<file path="src/rtl/moore_pattern_tx.sv">
// Serial pattern transmitter: shifts a captured WIDTH-bit pattern out MSB-first,
// repeated repeat_in+1 times with a one-cycle gap between frames.
module moore_pattern_tx #(
    parameter int WIDTH = 8,
    parameter int CNT_W = 4
) (
    input  logic             clk,
    input  logic             rst,
    input  logic             start,
    input  logic [WIDTH-1:0] pattern_in,
    input  logic [CNT_W-1:0] repeat_in,
    output logic             Data_out,
    output logic             bit_valid,
    output logic             busy,
    output logic             done,
    output logic             ready
);

    localparam int BW = (WIDTH > 1) ? $clog2(WIDTH) : 1;

    typedef enum logic [1:0] {IDLE, SHIFT, GAP, DONE} state_t;

    state_t           state, next_state;
    logic [WIDTH-1:0] pat_reg;
    logic [WIDTH-1:0] shift_reg;
    logic [CNT_W-1:0] rep_reg;
    logic [CNT_W-1:0] frm_cnt;
    logic [BW-1:0]    bit_cnt;
    logic             last_bit;
    logic             last_frame;

    assign last_bit   = (bit_cnt == BW'(WIDTH - 1));
    // Comparing before incrementing keeps frm_cnt from ever wrapping.
    assign last_frame = (frm_cnt == rep_reg);

    always_ff @(posedge clk or negedge rst) begin
        if (!rst) begin
            state <= IDLE;
        end else begin
            state <= next_state;
        end
    end

    always_comb begin
        next_state = state;
        case (state)
            IDLE:    if (start) next_state = SHIFT;
            SHIFT:   if (last_bit) next_state = last_frame ? DONE : GAP;
            GAP:     next_state = SHIFT;
            DONE:    next_state = IDLE;
            default: next_state = IDLE;
        endcase
    end

    always_ff @(posedge clk or negedge rst) begin
        if (!rst) begin
            pat_reg   <= '0;
            shift_reg <= '0;
            rep_reg   <= '0;
            frm_cnt   <= '0;
            bit_cnt   <= '0;
        end else begin
            case (state)
                IDLE: begin
                    if (start) begin
                        pat_reg   <= pattern_in;
                        shift_reg <= pattern_in;
                        rep_reg   <= repeat_in;
                        frm_cnt   <= '0;
                        bit_cnt   <= '0;
                    end
                end
                SHIFT: begin
                    if (last_bit && !last_frame) begin
                        // Reload during the gap so the next frame starts with its MSB.
                        shift_reg <= pat_reg;
                        bit_cnt   <= '0;
                        frm_cnt   <= frm_cnt + CNT_W'(1);
                    end else if (last_bit) begin
                        shift_reg <= shift_reg << 1;
                        bit_cnt   <= '0;
                    end else begin
                        shift_reg <= shift_reg << 1;
                        bit_cnt   <= bit_cnt + BW'(1);
                    end
                end
                default: ;
            endcase
        end
    end

    always_comb begin
        Data_out  = 1'b0;
        bit_valid = 1'b0;
        busy      = 1'b0;
        done      = 1'b0;
        ready     = 1'b0;
        case (state)
            IDLE:  ready = 1'b1;
            SHIFT: begin
                Data_out  = shift_reg[WIDTH-1];
                bit_valid = 1'b1;
                busy      = 1'b1;
            end
            GAP:   busy = 1'b1;
            DONE:  done = 1'b1;
            default: ;
        endcase
    end

endmodule

</file>
<file path="config.mk">
export PLATFORM = sky130hd
export DESIGN_NAME = moore_pattern_tx
export DESIGN_NICKNAME = d
export VERILOG_FILES = /design/src/rtl/moore_pattern_tx.sv
export SDC_FILE = /design/constraint.sdc
export NUM_CORES = 1
export LEC_CHECK = 0
export ABC_AREA = 1
export ABC_CLOCK_PERIOD_IN_PS = 1500
export CORE_MARGIN = 2
export CORE_UTILIZATION = 45
export CTS_CLUSTER_SIZE = 40
export DETAILED_ROUTE_END_ITERATION = 6
export PLACE_DENSITY = 0.69
export SETUP_SLACK_MARGIN = 0.3
export SYNTH_ARGS = -nofsm -noshare
export SYNTH_HDL_FRONTEND = slang
export SYNTH_SLANG_ARGS = --single-unit
</file>
<file path="constraint.sdc">
create_clock -name clk -period 1.5 [get_ports clk]
set_input_delay 0.3 -clock clk [delete_from_list [all_inputs] [get_ports clk]]
set_output_delay 0.3 -clock clk [all_outputs]
set_load 0.02 [all_outputs]
</file>
==> impl_metrics.csv, run 1 <==
group,metric,value,unit
status,status,"complete, but fails checks",
status,failed_checks,"setup timing",
sta,rsz0062_at_grt,"true",
synth,netlist_area,1670,um2
worst_setup_path,path_delay_family,"buffers and inverters",
worst_setup_path,required,1.66,ns
pwr,seqPwrFrac,51.9,%
worst_setup_path,critPathBufInv,4,
pwr,combPwrFrac,4.6,%
clock_tree,clock_sinks,29,
worst_setup_path,reg2reg_from,"state[1]$_DFFE_PN0P_",
sta,fin_skew,0.00320,ns
global_route,grt_pass1_wl,7110,um
pwr,ir_drop,0.421,mV
global_route,grt_max_degree,30,
worst_setup_path,slowest_stage,"dfrtp_1",
sta,fmax,0.653,GHz
routing,num_vias,1490,
layout,nFillCells,255,
routing,wl_per_cell,14.7,um
worst_setup_path,crit_path_start,"state[1]$_DFFE_PN0P_",
worst_setup_path,slowest_delay,0.37,ns
routing,final_antenna_net_count,0,
layout,nets,258,
clock_tree,clockBufferDepth,2,
clock_tree,hold_buffers,0,
global_route,antenna_found_initial,0,
worst_setup_path,arrival,1.69,ns
layout,design_area,2520,um2
worst_setup_path,cp_max_fo,8,
routing,drc_errors,0,
routing,wirelength,4180,um
synth,ys_types,30,
clock_tree,cts_made_buffers,5,
die,die_y,64.9,um
sta,finalCritPeriodShare,102,%
routing,firstDrtPassIters,4,
routing,vias_per_cell,5.23,
pwr,total_power,1510,uW
synth,yosysWarnings,0,
placement,port_buffers,19,
layout,syn_to_final_growth,51.5,%
synth,synth.avg_cell_area,8.77,um2
placement,place_congestion,0.810,
sta,hold_viol,0,
sta,drv_slew,0,
sta,postLayoutSetupSlackWorst,-0.0302,ns
run,drv_cap,0,
synth,syn_nets,211,
layout,seq_area,727,um2
placement,hpwl,2570,um
die,die_area,4210,um2
global_route,grt.overflow.total,0,
synth,synth-seq-cells,29,
synth,async_reset_ff_share,100,%
synth,seq_area_frac_synth,43.5,%
synth,ys.flop_type,"dfrtp_1",
pwr,swShare,21.7,%
worst_setup_path,worstSetupPathType,"reg -> reg",
min_path,hold_path.class,"in -> async",
die,dieWidth,64.9,um
layout,multi_input_area,1000,um2
worst_setup_path,reg2reg_to,"frm_cnt[3]$_DFFE_PN0P_",
worst_setup_path,critPathLaunchType,"flip-flop",
die,start_util,46.2,%
clock_tree,htreeDepth,2,
pwr,p_leak,0.00119,uW
clock_tree,cts_tree,"done",
sta,worst_pin_slew,0.376,ns
worst_setup_path,r2r_slack,-0.03,ns
layout,diodes,0,
sta,setup_violations,10,
die,fp.coreArea,3610,um2
die,io_pins,20,
global_route,grt_pass1_vias,1505,
worst_setup_path,crit_top_cell,"buf_6",
worst_setup_path,cp_cell_sequence,"inv_2, buf_4, ha_4, buf_6, o21ai_4, buf_6, o211ai_4, nand2_1, o21ai_1",
pwr,intPower,1180,uW
placement,place_area,2060,um2
pwr,p_sw,327,uW
layout,layout-drive-gt1-share,48.9,%
pwr,p_clk_share,43.5,%
sta,fin_crit,1.53,ns
clock_tree,clk_latency,0.28,ns
worst_setup_path,end_kind,"flip-flop",
clock_tree,cts.root.buffer_cell,"clkbuf_8",
synth,synth_cells,190,
die,row_count,22,
global_route,grt_usage,22.4,%
synth,synth_edf_count,0,
pwr,cellPowerDensity,597,nW/um2
routing,drtIter0Drc,97,
worst_setup_path,ff2ff_path_depth,9,
sta,maxSlewHeadroom,74.9,%
clock_tree,path_clk_slew,0.06,ns
## routing by layer
| layer | up-vias | track usage (%) | wire length [um] |
|---|---|---|---|
| met4 | 0 | 10.9 | 136 |
| met3 | 16 | 6.08 | 165 |
| met1 | 733 | 26.5 | 1770 |
| met5 | - | 0 | 0 |
| li1 | 710 | - | - |
| met2 | 31 | 37.5 | 2110 |
## kinds of logic (layout without fill, tap and decap cells)
| group | Yosys count | in the layout | share of synthesized area [%] |
|---|---|---|---|
| buf+inv | 36 | 83 | 9.76 |
| compound gates | 38 | 38 | 14.9 |
| simple gates | 80 | 80 | 26.7 |
| fa+ha+maj | 6 | 6 | 4.50 |
| flops | 29 | 29 | 43.5 |
| mux | 1 | 1 | 0.676 |
## power by group through the flow
stage / sequential (uW) / clock, uW / combinational, uW
floorplan: 797 / 0 / 0.303
global placement: 797 / 0 / 61.6
detailed placement: 797 / 0 / 62.0
CTS: 782 / 674 / 70.1
global route: 782 / 707 / 74.8
finish: 782 / 656 / 69.4
## worst reg2reg max path, cell delays in order (launching register included)
cell,delay (ns)
dfrtp_1,0.37
inv_2,0.06
buf_4,0.14
ha_4,0.15
buf_6,0.12
o21ai_4,0.20
buf_6,0.13
o211ai_4,0.10
nand2_1,0.08
o21ai_1,0.06
## per-stage QoR
step	TNS (ns)	setup slack (ns)	instances	hold slack, ns	util [%]
6_report	-0.156	-0.0302	285	0.404	70.0
3_3_place_gp	-0.601	-0.135	265	0.477	57.1
2_1_floorplan	0	0.0327	190	0.00441	-
5_1_grt	-1.26	-0.105	285	0.434	70.0
3_5_place_dp	-1.48	-0.192	265	0.496	57.1
4_1_cts	0	0.00330	284	0.418	68.1
## worst max path at each step
stage / end / cells past startpoint
6_report: frm_cnt[3]$_DFFE_PN0P_ / 9
5_1_grt: frm_cnt[1]$_DFFE_PN0P_ / 9
4_1_cts: frm_cnt[3]$_DFFE_PN0P_ / 9
3_5_place_dp: busy / 3
3_3_place_gp: busy / 3
2_1_floorplan: frm_cnt[2]$_DFFE_PN0P_ / 9
## cells in the final DEF, fill, tap and decap left out, types with 9 or more instances in the layout
master	Yosys	layout
nand2_1	31	30
dfrtp_1	29	28
a21oi_2	7	23
inv_1	24	20
buf_4	2	17
nand3_2	15	15
clkdlybuf4s50_1	0	14
nor2_4	2	11
buf_6	1	10
nor2_1	20	9
## synthesized netlist by cell type (all sizes together), types with 2 or more instances
| library cell | n | share of area, % |
|---|---|---|
| nand2 | 35 | 9.1 |
| dfrtp | 29 | 44 |
| inv | 28 | 6.3 |
| a21oi | 26 | 9.4 |
| nor2 | 22 | 5.9 |
| nand3 | 19 | 10 |
| ha | 6 | 4.5 |
| o21ai | 6 | 2.0 |
| buf | 5 | 2.2 |
| clkbuf | 3 | 1.3 |
| a22oi | 2 | 0.90 |
| nand4 | 2 | 0.75 |
## cell type report
class	instances	share of cell area, %
Clock buffer	7	3.42
Inverter	28	4.66
Multi-Input combinational cell	125	39.6
Sequential cell	29	28.8
Tap cell	48	2.38
Timing Repair Buffer	48	21.1
## what timing repair did
action	CTS	global route
gates resized for setup	78	13
setup endpoints to repair	34	34
buffers inserted	9	1
pin swaps	7	5
cloned	3	0
Note: power is estimated with default switching activity, not from simulation.
==> run 2: changes to the inputs <==
ABC_CLOCK_PERIOD_IN_PS = 1300   (was 1500)
GPL_ROUTABILITY_DRIVEN = 0   (was not set)
SLEW_MARGIN = 25   (was not set)
clock period = 1.3 ns   (was 1.5 ns; I/O delays follow)
==> run 2 against run 1 <==
  * The run still ends with setup timing left
  * First-iteration DRC count shrank 36%
  * Sequential cell count stayed put
  * Clock skew up 0.0031 ns
  * Via count grew 1.3%
  * Register-to-register slack lost 0.24 ns
  * Critical path type unchanged
  * Critical endpoint is now frm_cnt[1]$_DFFE_PN0P_
  * Highest routed layer unchanged
==> impl_metrics.csv, run 2 (synthesized netlist as in run 1, its figures left out) <==
group,metric,value,unit
sta,rsz0062_at_grt,"true",
clock_tree,cts.root.buffer_cell,"clkbuf_8",
die,fp.coreArea,3610,um2
global_route,grt_pass1_vias,1595,
layout,nFillCells,242,
run,drv_cap,0,
die,die_y,64.9,um
status,status,"complete, but fails checks",
layout,layout-drive-gt1-share,50.8,%
worst_setup_path,r2r_slack,-0.27,ns
routing,drc_errors,0,
layout,design_area,2570,um2
pwr,seqPwrFrac,51.8,%
global_route,grt_pass1_wl,7230,um
worst_setup_path,end_kind,"flip-flop",
clock_tree,clk_latency,0.29,ns
sta,fin_skew,0.00628,ns
routing,drtIter0Drc,62,
layout,multi_input_area,1030,um2
layout,seq_area,727,um2
routing,firstDrtPassIters,4,
routing,num_vias,1509,
worst_setup_path,arrival,1.73,ns
global_route,use_met3,5.38,%
worst_setup_path,reg2reg_from,"state[1]$_DFFE_PN0P_",
pwr,p_clk_share,43.2,%
pwr,p_leak,0.00119,uW
layout,syn_to_final_growth,54.1,%
sta,fin_crit,1.57,ns
placement,place_area,2100,um2
routing,wirelength,4410,um
clock_tree,htreeDepth,2,
sta,fmax,0.636,GHz
worst_setup_path,cp_max_fo,8,
pwr,intPower,1370,uW
placement,hpwl,2630,um
worst_setup_path,crit_path_end,"frm_cnt[1]$_DFFE_PN0P_",
worst_setup_path,worstSetupPathType,"reg -> reg",
sta,worst_pin_slew,0.305,ns
die,dieWidth,64.9,um
worst_setup_path,critPathLaunchType,"flip-flop",
layout,final_cell_mix,"nand2_1 (29), dfrtp_1 (28), a21oi_2 (23)",
routing,final_antenna_net_count,0,
pwr,cellPowerDensity,678,nW/um2
pwr,total_power,1740,uW
global_route,gr-max-usage-layer,"met2",
placement,port_buffers,19,
global_route,antenna_found_initial,0,
global_route,grt.overflow.total,0,
die,io_pins,20,
clock_tree,clockBufferDepth,2,
global_route,grt_max_degree,30,
sta,hold_viol,0,
status,failed_checks,"setup timing",
routing,vias_per_cell,5.24,
pwr,ir_drop,0.495,mV
worst_setup_path,reg2reg_to,"frm_cnt[1]$_DFFE_PN0P_",
global_route,grtUsageMet2,40.6,%
die,die_area,4210,um2
sta,drv_slew,0,
worst_setup_path,ff2ff_path_depth,9,
pwr,swShare,21.6,%
die,row_count,22,
global_route,met1_usage,25.6,%
layout,final_common_cell,"nand2_1",
worst_setup_path,required,1.46,ns
sta,maxSlewHeadroom,79.6,%
clock_tree,clock_sinks,29,
clock_tree,cts_tree,"done",
clock_tree,path_clk_slew,0.06,ns
sta,setup_violations,34,
global_route,grt_usage,22.9,%
pwr,p_sw,376,uW
min_path,hold_path.class,"in -> async",
routing,wl_per_cell,15.3,um
die,start_util,46.2,%
layout,diodes,0,
pwr,combPwrFrac,5.0,%
sta,finalCritPeriodShare,121,%
layout,nets,261,
worst_setup_path,crit_path_start,"state[1]$_DFFE_PN0P_",
sta,postLayoutSetupSlackWorst,-0.273,ns
clock_tree,cts_made_buffers,5,
-- run 2: what timing repair did --
item                                    in CTS  in global routing
buffers inserted                             9                  2
pin swaps                                    7                  9
endpoints found under the setup margin      34                 34
cloned                                       1                  0
resized for setup                           76                 19
hold buffers                                 0                  0
-- run 2: per-stage QoR --
stage                     hold WS [ns]  setup WS [ns]  TNS (ns)  util, %  instances
after floorplan                -0.0356         -0.167     -2.28        -        190
after global placement           0.472         -0.294     -5.49     58.3        269
after detailed placement         0.479         -0.322     -6.32     58.3        269
after CTS                        0.336         -0.173     -3.68     68.6        286
after global routing             0.343         -0.317     -6.72     71.2        288
final                            0.329         -0.273     -5.14     71.2        288
-- run 2: layout make-up --
cell class	instances	area share (%)
inverter	28	4.48
multi-input combinational	125	40.3
clock buffer	7	3.36
sequential	29	28.3
tap	48	2.34
timing repair buffer	51	21.2
-- run 2: power groups by stage --
stage	logic [uW]	registers, uW	clock network, uW
6_report	86.4	903	753
2_1_floorplan	0.350	919	0
3_5_place_dp	75.7	919	0
3_3_place_gp	75.2	919	0
5_1_grt	92.5	902	819
4_1_cts	83.9	903	764
-- run 2: critical path, stage by stage (launching register included) --
cell and delay, ns:
dfrtp_1 0.38, inv_2 0.09, ha_4 0.16, buf_8 0.13
inv_8 0.04, o21ai_4 0.20, buf_6 0.13, o211ai_4 0.11
nand2_1 0.13, o21ai_2 0.07
-- run 2: worst min-delay path by stage --
stage | start | to | slack, ns | cells after the start
CTS | rst | rep_reg[2]$_DFFE_PN0P_ | 0.34 | 2
floorplan | rst | bit_cnt[0]$_DFFE_PN0P_ | -0.04 | 0
global route | rst | frm_cnt[3]$_DFFE_PN0P_ | 0.34 | 2
finish | rst | frm_cnt[2]$_DFFE_PN0P_ | 0.33 | 2
detailed placement | bit_cnt[1]$_DFFE_PN0P_ | bit_cnt[1]$_DFFE_PN0P_ | 0.48 | 2
global placement | bit_cnt[1]$_DFFE_PN0P_ | bit_cnt[1]$_DFFE_PN0P_ | 0.47 | 2
-- run 2: metal layers --
metal / up-vias / part of all wire [%]
met5: - / 0
met4: 0 / 2.9
met3: 13 / 3.4
met2: 40 / 53
met1: 741 / 41
li1: 715 / -
==> run 3: changes to the inputs <==
ABC_CLOCK_PERIOD_IN_PS = 1800   (was 1300)
GPL_ROUTABILITY_DRIVEN = not set   (was 0)
PLACE_DENSITY = 0.67   (was 0.69)
clock period = 1.8 ns   (was 1.3 ns; I/O delays follow)
==> run 3 against run 2 <==
  * Power fell by 30%
  * Die area stayed put
  * Sequential power down 28%
  * Critical path type is now reg -> out
  * Largest cell class unchanged
  * Hold slack better by 0.13 ns
  * Highest routed layer unchanged
  * The flow now finishes without violations
  * Clock skew shrank 0.0017 ns
  * Core utilization decreased by 11 points
  * Global-route usage is 2.9 points lower
  * Sequential share of layout area rose by 5.0 points
==> impl_metrics.csv, run 3 (synthesized netlist as in run 1, its figures left out) <==
group,metric,value,unit
status,status,"finished clean",
sta,finalCritPeriodShare,85.0,%
routing,drc_errors,0,
global_route,use_met3,4.17,%
die,die_area,4210,um2
worst_setup_path,cp_max_fo,4,
pwr,p_clk_share,42.5,%
sta,fin_crit,1.53,ns
worst_setup_path,critPathLaunchType,"flip-flop",
pwr,seqPwrFrac,53.4,%
worst_setup_path,end_kind,"output port",
sta,fmax,0.654,GHz
die,io_pins,20,
die,fp.coreArea,3610,um2
routing,final_antenna_net_count,0,
layout,final_common_cell,"nand2_1",
layout,multi_input_area,866,um2
worst_setup_path,worstSetupPathType,"reg -> out",
routing,vias_per_cell,5.12,
clock_tree,clk_latency,0.28,ns
sta,maxSlewHeadroom,74.9,%
routing,wl_per_cell,13.5,um
clock_tree,cts.root.buffer_cell,"clkbuf_8",
placement,hpwl,2470,um
sta,drv_slew,0,
global_route,grtUsageMet2,35.4,%
layout,syn_to_final_growth,30.8,%
global_route,grt_usage,20.0,%
pwr,cellPowerDensity,560,nW/um2
die,start_util,46.2,%
layout,nFillCells,315,
worst_setup_path,arrival,1.17,ns
sta,fin_tns_setup,0,ns
layout,seq_area,727,um2
pwr,p_leak,0.00105,uW
worst_setup_path,ff2ff_path_depth,9,
global_route,grt_pass1_vias,1441,
pwr,combPwrFrac,4.1,%
sta,setup_violations,0,
run,drv_cap,0,
min_path,hold_path.class,"in -> async",
routing,firstDrtPassIters,4,
clock_tree,cts_tree,"done",
worst_setup_path,required,1.44,ns
pwr,ir_drop,0.383,mV
layout,final_cell_mix,"nand2_1 (29), dfrtp_1 (28), inv_1 (21)",
clock_tree,clock_sinks,29,
global_route,gr-max-usage-layer,"met2",
clock_tree,htreeDepth,2,
global_route,grt.overflow.total,0,
die,die_y,64.9,um
routing,drtIter0Drc,52,
die,dieWidth,64.9,um
clock_tree,clockBufferDepth,2,
sta,hold_viol,0,
global_route,grt_max_degree,30,
layout,nets,243,
pwr,p_sw,273,uW
global_route,antenna_found_initial,0,
layout,diodes,0,
pwr,intPower,947,uW
clock_tree,path_clk_slew,0.06,ns
placement,port_buffers,19,
layout,fin_util,60.4,%
placement,place_congestion,0.770,
sta,worst_pin_slew,0.376,ns
die,row_count,22,
layout,layout-drive-gt1-share,35.9,%
sta,whs,0.462,ns
routing,num_vias,1387,
sta,rsz0062_at_grt,"true",
global_route,met1_usage,23.3,%
sta,fin_skew,0.00456,ns
routing,wirelength,3650,um
global_route,grt_pass1_wl,6400,um
pwr,swShare,22.4,%
clock_tree,cts_made_buffers,5,
[run 3: cell count changes in the layout (fill, tap and decap cells not counted), moves of 2 or more]
| cell | previous run | this run |
|---|---|---|
| buf_6 | 10 | 5 |
| a21oi_2 | 23 | 13 |
| a21oi_1 | 3 | 13 |
| buf_4 | 18 | 10 |
| buf_12 | 4 | 2 |
| buf_8 | 3 | 1 |
| clkinv_2 | 0 | 2 |
| nor2_1 | 8 | 20 |
| nor2_4 | 13 | 2 |
[run 3: power groups by stage]
stage	combinational [uW]	clock, uW	sequential [uW]
finish	50.2	519	652
global route	54.2	558	651
CTS	50.3	524	652
detailed placement	48.3	0	664
global placement	48.4	0	664
floorplan	0.256	0	664
[run 3: path summary, 6_finish.rpt]
check | slack (ns) | startpoint | endpoint
max in group asynchronous | 1.05 | rst | state[0]$_DFFE_PN0P_
worst max register to register | 0.28 | state[1]$_DFFE_PN0P_ | frm_cnt[3]$_DFFE_PN0P_
min in group clk | 0.51 | bit_cnt[1]$_DFFE_PN0P_ | bit_cnt[1]$_DFFE_PN0P_
worst min register to register | 0.51 | bit_cnt[1]$_DFFE_PN0P_ | bit_cnt[1]$_DFFE_PN0P_
worst max-delay path | 0.27 | state[1]$_DFFE_PN0P_ | Data_out
worst min-delay path | 0.46 | rst | frm_cnt[2]$_DFFE_PN0P_
[run 3: area by class of cell]
type / instances / area share [%]
tap: 48 / 2.76
multi-input combinational: 125 / 39.7
inverter: 28 / 5.17
clock inverter: 2 / 0.459
clock buffer: 6 / 3.33
timing repair buffer: 33 / 15.2
sequential: 29 / 33.4
[run 3: per-stage QoR]
stage,instances,total power [uW],worst slack [ns],instance area (um2)
2_1_floorplan,190,664,0.290,1690
3_3_place_gp,257,712,0.106,1970
3_5_place_dp,257,712,0.0484,1970
4_1_cts,271,1230,0.235,2150
5_1_grt,271,1260,0.197,2180
6_report,271,1220,0.271,2180
[run 3: worst max-delay path, stage by stage, from the launching register on]
cell,delay [ns]
dfrtp_1,0.39
inv_2,0.11
ha_4,0.17
nand2_2,0.06
inv_2,0.05
buf_6,0.10
[run 3: what timing repair did]
| action | 4_1_cts | 5_1_grt |
|---|---|---|
| pin swaps | 2 | 2 |
| endpoints found under the setup margin | 21 | 21 |
| hold buffers | 0 | 0 |
| resized for setup | 43 | 8 |
| setup buffers | 6 | 0 |
[run 3: metal layers]
metal | share of wire [%] | vias to the layer above
met5 | 0 | -
met4 | 1.3 | 0
met3 | 3.9 | 5
met2 | 50 | 27
met1 | 44 | 679
li1 | - | 676
==> patch 1 (config.mk and constraints of run 2) <==
Re-encode `state_t` (4 states) as one-hot, 4 bits wide.
--- a/src/rtl/moore_pattern_tx.sv
+++ b/src/rtl/moore_pattern_tx.sv
@@ -20,3 +20,3 @@
 
-    typedef enum logic [1:0] {IDLE, SHIFT, GAP, DONE} state_t;
+    typedef enum logic [3:0] {IDLE = 4'b0001, SHIFT = 4'b0010, GAP = 4'b0100, DONE = 4'b1000} state_t;
 
Formal check against the unedited RTL: no difference found for any inputs over 10 cycles, from zero or initial values and one cycle with rst low; not proved beyond that.
==> patch 1 against run 2 <==
The flow still finishes with violations (setup timing). Clock skew about the same. Wire length decreased by 15%. Count of clock-buffer cells in the layout decreased by 1. Design area decreased by 0.34%. Sequential cell count increased by 2. Largest cell class unchanged. Synthesized area decreased by 2.6%. Core utilization increased by 4.3 points. Setup slack improved by 14 ps. Highest routed layer unchanged. First-iteration DRC count increased by 4.8%.
Power is left out: it rests on default switching activity, and per cell area and clock period it moved more than threefold.
==> patch 1: results (changes against run 2) <==
Clock network
  • # hold bufs at CTS: 0 (unchanged)
  • Clk buf depth: 2 (unchanged)
  • Clock Pin Slew Worst Setup and Hold Paths: 90 ps (+30 ps)
  • Root buffer cell: clkbuf_4
  • Clock Latency Late Sink: 350 ps (+60 ps)
  • H-tree depth: 2 (unchanged)
  • CTS buffer count: 5 (unchanged)

Hold path
  • Worst hold-check path type: input pin to asynchronous set/reset pin

Timing
  • Fin Clk Skew: 5.961 ps (-0.3149 ps)
  • Worst slew pin tran: 256.9 ps (-47.72 ps)
  • Setup ws final: -259.6 ps (+13.93 ps)
  • Final count of negative-setup-slack endpoints: 35 (+2.9%)

Critical path
  • Delay-heaviest family, CP: flip-flops
  • Launching point of the worst reg2reg path: state[0]
  • Slowest stage delay, CP: 560 ps (+180 ps)
  • Setup CP Type: flop to output pin
  • Worst Setup SP: state[0]
  • Worst EP arrival: 1300 ps (-430 ps)
  • CP max stage cell: dfstp_2
  • Highest net fanout along the worst path: 2 (-6)

Status
  • Outcome: complete, but fails checks
  • Failing checks: setup timing

Synth
  • Register area share after synthesis: 0.4784 (+0.04299)
  • Syn_nets: 218 (+3.3%)
  • Netlist cell types: 26 (-13%)
  • Commonest cells in the netlist: nand2_1, inv_1, dfrtp_1
  • Synth area leaders: dfrtp_1, nand2_1, inv_1
  • Avg Inst Size Synth: 8.120 sq um (-7.4%)
  • Async set-or-reset flop fraction in the synthesized netlist: 1.000 (unchanged)
  • Yosys warns: 0 (unchanged)

Cells and area
  • Fill cells: 223 (-7.9%)
  • Final std cells w/o fill: 313 (+8.7%)
  • Ant diodes: 0 (unchanged)
  • Final #Nets: 285 (+9.2%)
  • Share of post-route cells with drive strength above 1: 0.4120 (-0.09635)

Drt
  • Mean number of vias per cell: 4.658 (-11%)
  • WL/cell: 11.97 um (-22%)
  • Starting DRT DRC Count: 65 (+4.8%)
  • First-pass iteration count of the detailed router: 4 (unchanged)

Global route
  • First-pass GRT wire length: 6.541 mm (-9.5%)
  • Initial antenna violation count: 0 (unchanged)
  • Global Route Usage Sum: 0.2128 (-0.01611)
  • Largest net degree at the start of global routing: 20 (-33%)
  • Vias in the first global route: 1422 (-11%)

Placed design
  • Port Buffer Count: 19 (unchanged)
  • Post-DP HPWL: 2.409 mm (-8.3%)
-- patch 1: cell count changes after synthesis, sizes merged, moves of 3 or more --
cell    before  now
a21oi       26    0
clkbuf       3    0
ha           6    3
inv         28   40
nand2       35   61
nor2        22   10
o21ai        6   22
-- patch 1: cell type report --
class | count | area share
clock buffer | 6 | 0.02005
sequential | 31 | 0.3042
tap | 46 | 0.02249
clock inverter | 1 | 0.001956
multi-input combinational | 125 | 0.3350
inverter | 40 | 0.06259
timing repair buffer | 64 | 0.2538
-- patch 1: metal layers --
metal / vias up / routed length [um] / track usage
met2: 22 / 1867 / 0.3385
met1: 678 / 1687 / 0.2723
li1: 750 / - / -
met3: 8 / 115 / 0.04754
met4: 0 / 76 / 0.1060
met5: - / 0 / 0
-- patch 1: timing repair --
| item | in CTS | in global routing |
|---|---|---|
| gates resized for setup | 79 | 17 |
| buffers inserted | 10 | 9 |
| gates cloned | 1 | 0 |
| pin swaps | 18 | 10 |
| setup endpoints to repair | 36 | 36 |
-- patch 1: cell families (layout without fill, tap and decap cells) --
group / count (synthesis) / after routing / synth area share
xor gates and xnor gates: 2 / 2 / 0.01079
and+or+nand+nor: 95 / 95 / 0.2943
AOI/OAI and AO/OA: 25 / 25 / 0.08167
buffers and inverters: 44 / 111 / 0.1117
DFF: 31 / 31 / 0.4784
adders and majority gates: 3 / 3 / 0.02311
-- patch 1: worst paths after layout --
kind / end / slack (ps) / cells past startpoint
setup / recovery: busy / -260 / 5
hold / removal: frm_cnt[0] / 240 / 2
setup reg to reg: bit_cnt[2] / -230 / 8
hold reg to reg: pat_reg[0] / 500 / 2
max in group asynchronous: pat_reg[7] / 810 / 2
min in group clk: rep_reg[1] / 440 / 3
-- patch 1: metrics by stage --
step                      instance area (sq um)  TNS, ps  worst slack, ps  hold WS, ps  utilization
after floorplan                            1679   -650.8           -75.43       -35.59            -
after global placement                     2107    -5694           -360.0        469.8       0.6216
after detailed placement                   2107    -5942           -362.1        473.0       0.6216
after CTS                                  2425    -6192           -287.5        237.7       0.7154
after global routing                       2559    -9397           -318.1        239.7       0.7549
final                                      2559    -6444           -259.6        239.2       0.7549
==> patch 2 (config.mk and constraints of run 2) <==
Made on the original files. `CNT_W`: 4 -> 6.
--- a/src/rtl/moore_pattern_tx.sv
+++ b/src/rtl/moore_pattern_tx.sv
@@ -4,3 +4,3 @@
     parameter int WIDTH = 8,
-    parameter int CNT_W = 4
+    parameter int CNT_W = 6
 ) (
Ports: changed (resized repeat_in); port bits go from 20 to 22. The function was not compared with the original's and may differ.
==> patch 2 against run 2 <==
The flow still finishes with violations (setup timing). Sequential cell count is 4 higher. Core utilization is 5.1 points lower. Design area rose by 3.0%. Wire length decreased by 8.8%. Via count is 6.2% higher. Setup slack gained 6.8 ps. Critical path depth is the same. Synthesized area rose by 12%. Largest cell class unchanged.
Power is left out: it rests on default switching activity, and per cell area and clock period it moved more than threefold.
==> patch 2: results (changes against run 2) <==
Status
  • Outcome: complete, but fails checks
  • Failing checks: setup timing

Placed design
  • Placed cell count: 309 (+15%)
  • Post-DP HPWL: 2.712 mm (+3.3%)
  • Port Buffer Count: 21 (+2)

Cells and area
  • Final #Nets: 300 (+15%)
  • Share of post-route cells with drive strength above 1: 0.3466 (-0.1618)

Synth
  • Avg Inst Size Synth: 8.441 sq um (-3.8%)
  • Register area share after synthesis: 0.4427 (+0.007221)
  • Syn_nets: 245 (+16%)
  • Commonest cells in the netlist: nand2_1, dfrtp_1, inv_1
  • Synth area leaders: dfrtp_1, nand2_1, nand3_1

Drt
  • Starting DRT DRC Count: 123 (+98%)
  • Routed wl met2: 1.865 mm (-20%)
  • WL/cell: 12.30 um (-20%)
  • Mean number of vias per cell: 4.902 (-6.4%)
  • Met1 wire length: 1.954 mm (+8.6%)

Critical path
  • Slowest stage delay, CP: 420 ps (+40 ps)
  • Highest net fanout along the worst path: 6 (-2)
  • Launching point of the worst reg2reg path: state[0]

Timing
  • Setup ws final: -266.7 ps (+6.811 ps)
  • Final count of negative-setup-slack endpoints: 38 (+12%)
  • Setup TNS Final: -6210 ps (-1073 ps)

Global route
  • Global Route Usage Sum: 0.1948 (-0.03415)
  • Vias in the first global route: 1438 (-9.8%)
  • Largest net degree at the start of global routing: 34 (+13%)
patch 2: kinds of logic (layout without fill, tap and decap cells):
family,Yosys count,count (layout),share of synthesized area
XOR/XNOR,4,4,0.01878
buffers and inverters,33,88,0.08048
multiplexers,3,3,0.01811
AND/OR/NAND/NOR,110,111,0.2911
adder cells (fa/ha/maj),7,7,0.04695
flip-flops,33,33,0.4427
AO/OA/AOI/OAI,31,31,0.1019
patch 2: final timing paths:
| kind | cells after the start | to | slack [ps] |
|---|---|---|---|
| worst max-delay path | 9 | frm_cnt[2] | -270 |
| worst max register to register | 9 | frm_cnt[2] | -270 |
| min in group clk | 2 | shift_reg[7] | 480 |
| worst min register to register | 2 | shift_reg[7] | 480 |
| max in group asynchronous | 2 | rep_reg[2] | 780 |
| worst min-delay path | 2 | state[1] | 340 |
patch 2: worst register-to-register path, stage by stage (launching register included):
cell and delay (ps):
dfrtp_1 420, buf_6 130, ha_4 180, buf_6 130, inv_8 60, o22ai_4 80
a21oi_4 200, nand2_4 120, nand2_2 100, o21ai_2 50
patch 2: what timing repair did:
action	CTS	global route
resized for setup	30	18
cloned	1	0
pin swaps	2	5
endpoints found under the hold margin	0	0
setup buffers	7	2
setup endpoints to repair	38	38
patch 2: stage by stage:
stage / instance area [sq um] / hold WS [ps]
2_1_floorplan: 1953 / -35.59
3_3_place_gp: 2391 / 463.6
3_5_place_dp: 2391 / 465.5
4_1_cts: 2555 / 337.6
5_1_grt: 2645 / 339.4
6_report: 2645 / 335.5
patch 2: layout make-up:
class                           instances  area [sq um]
Inverter                               24         100.1
Clock buffer                            6         72.57
Fill cell                             325          1355
Multi-Input combinational cell        156          1031
Tap cell                               50         62.56
Clock inverter                          2         10.01
Timing Repair Buffer                   56         543.0
Sequential cell                        33         825.8
patch 2: per-layer routing:
| layer | GRT usage | vias up |
|---|---|---|
| li1 | - | 815 |
| met1 | 0.2688 | 761 |
| met2 | 0.2873 | 20 |
| met3 | 0.05592 | 7 |
| met4 | 0.07500 | 0 |
| met5 | 0 | - |
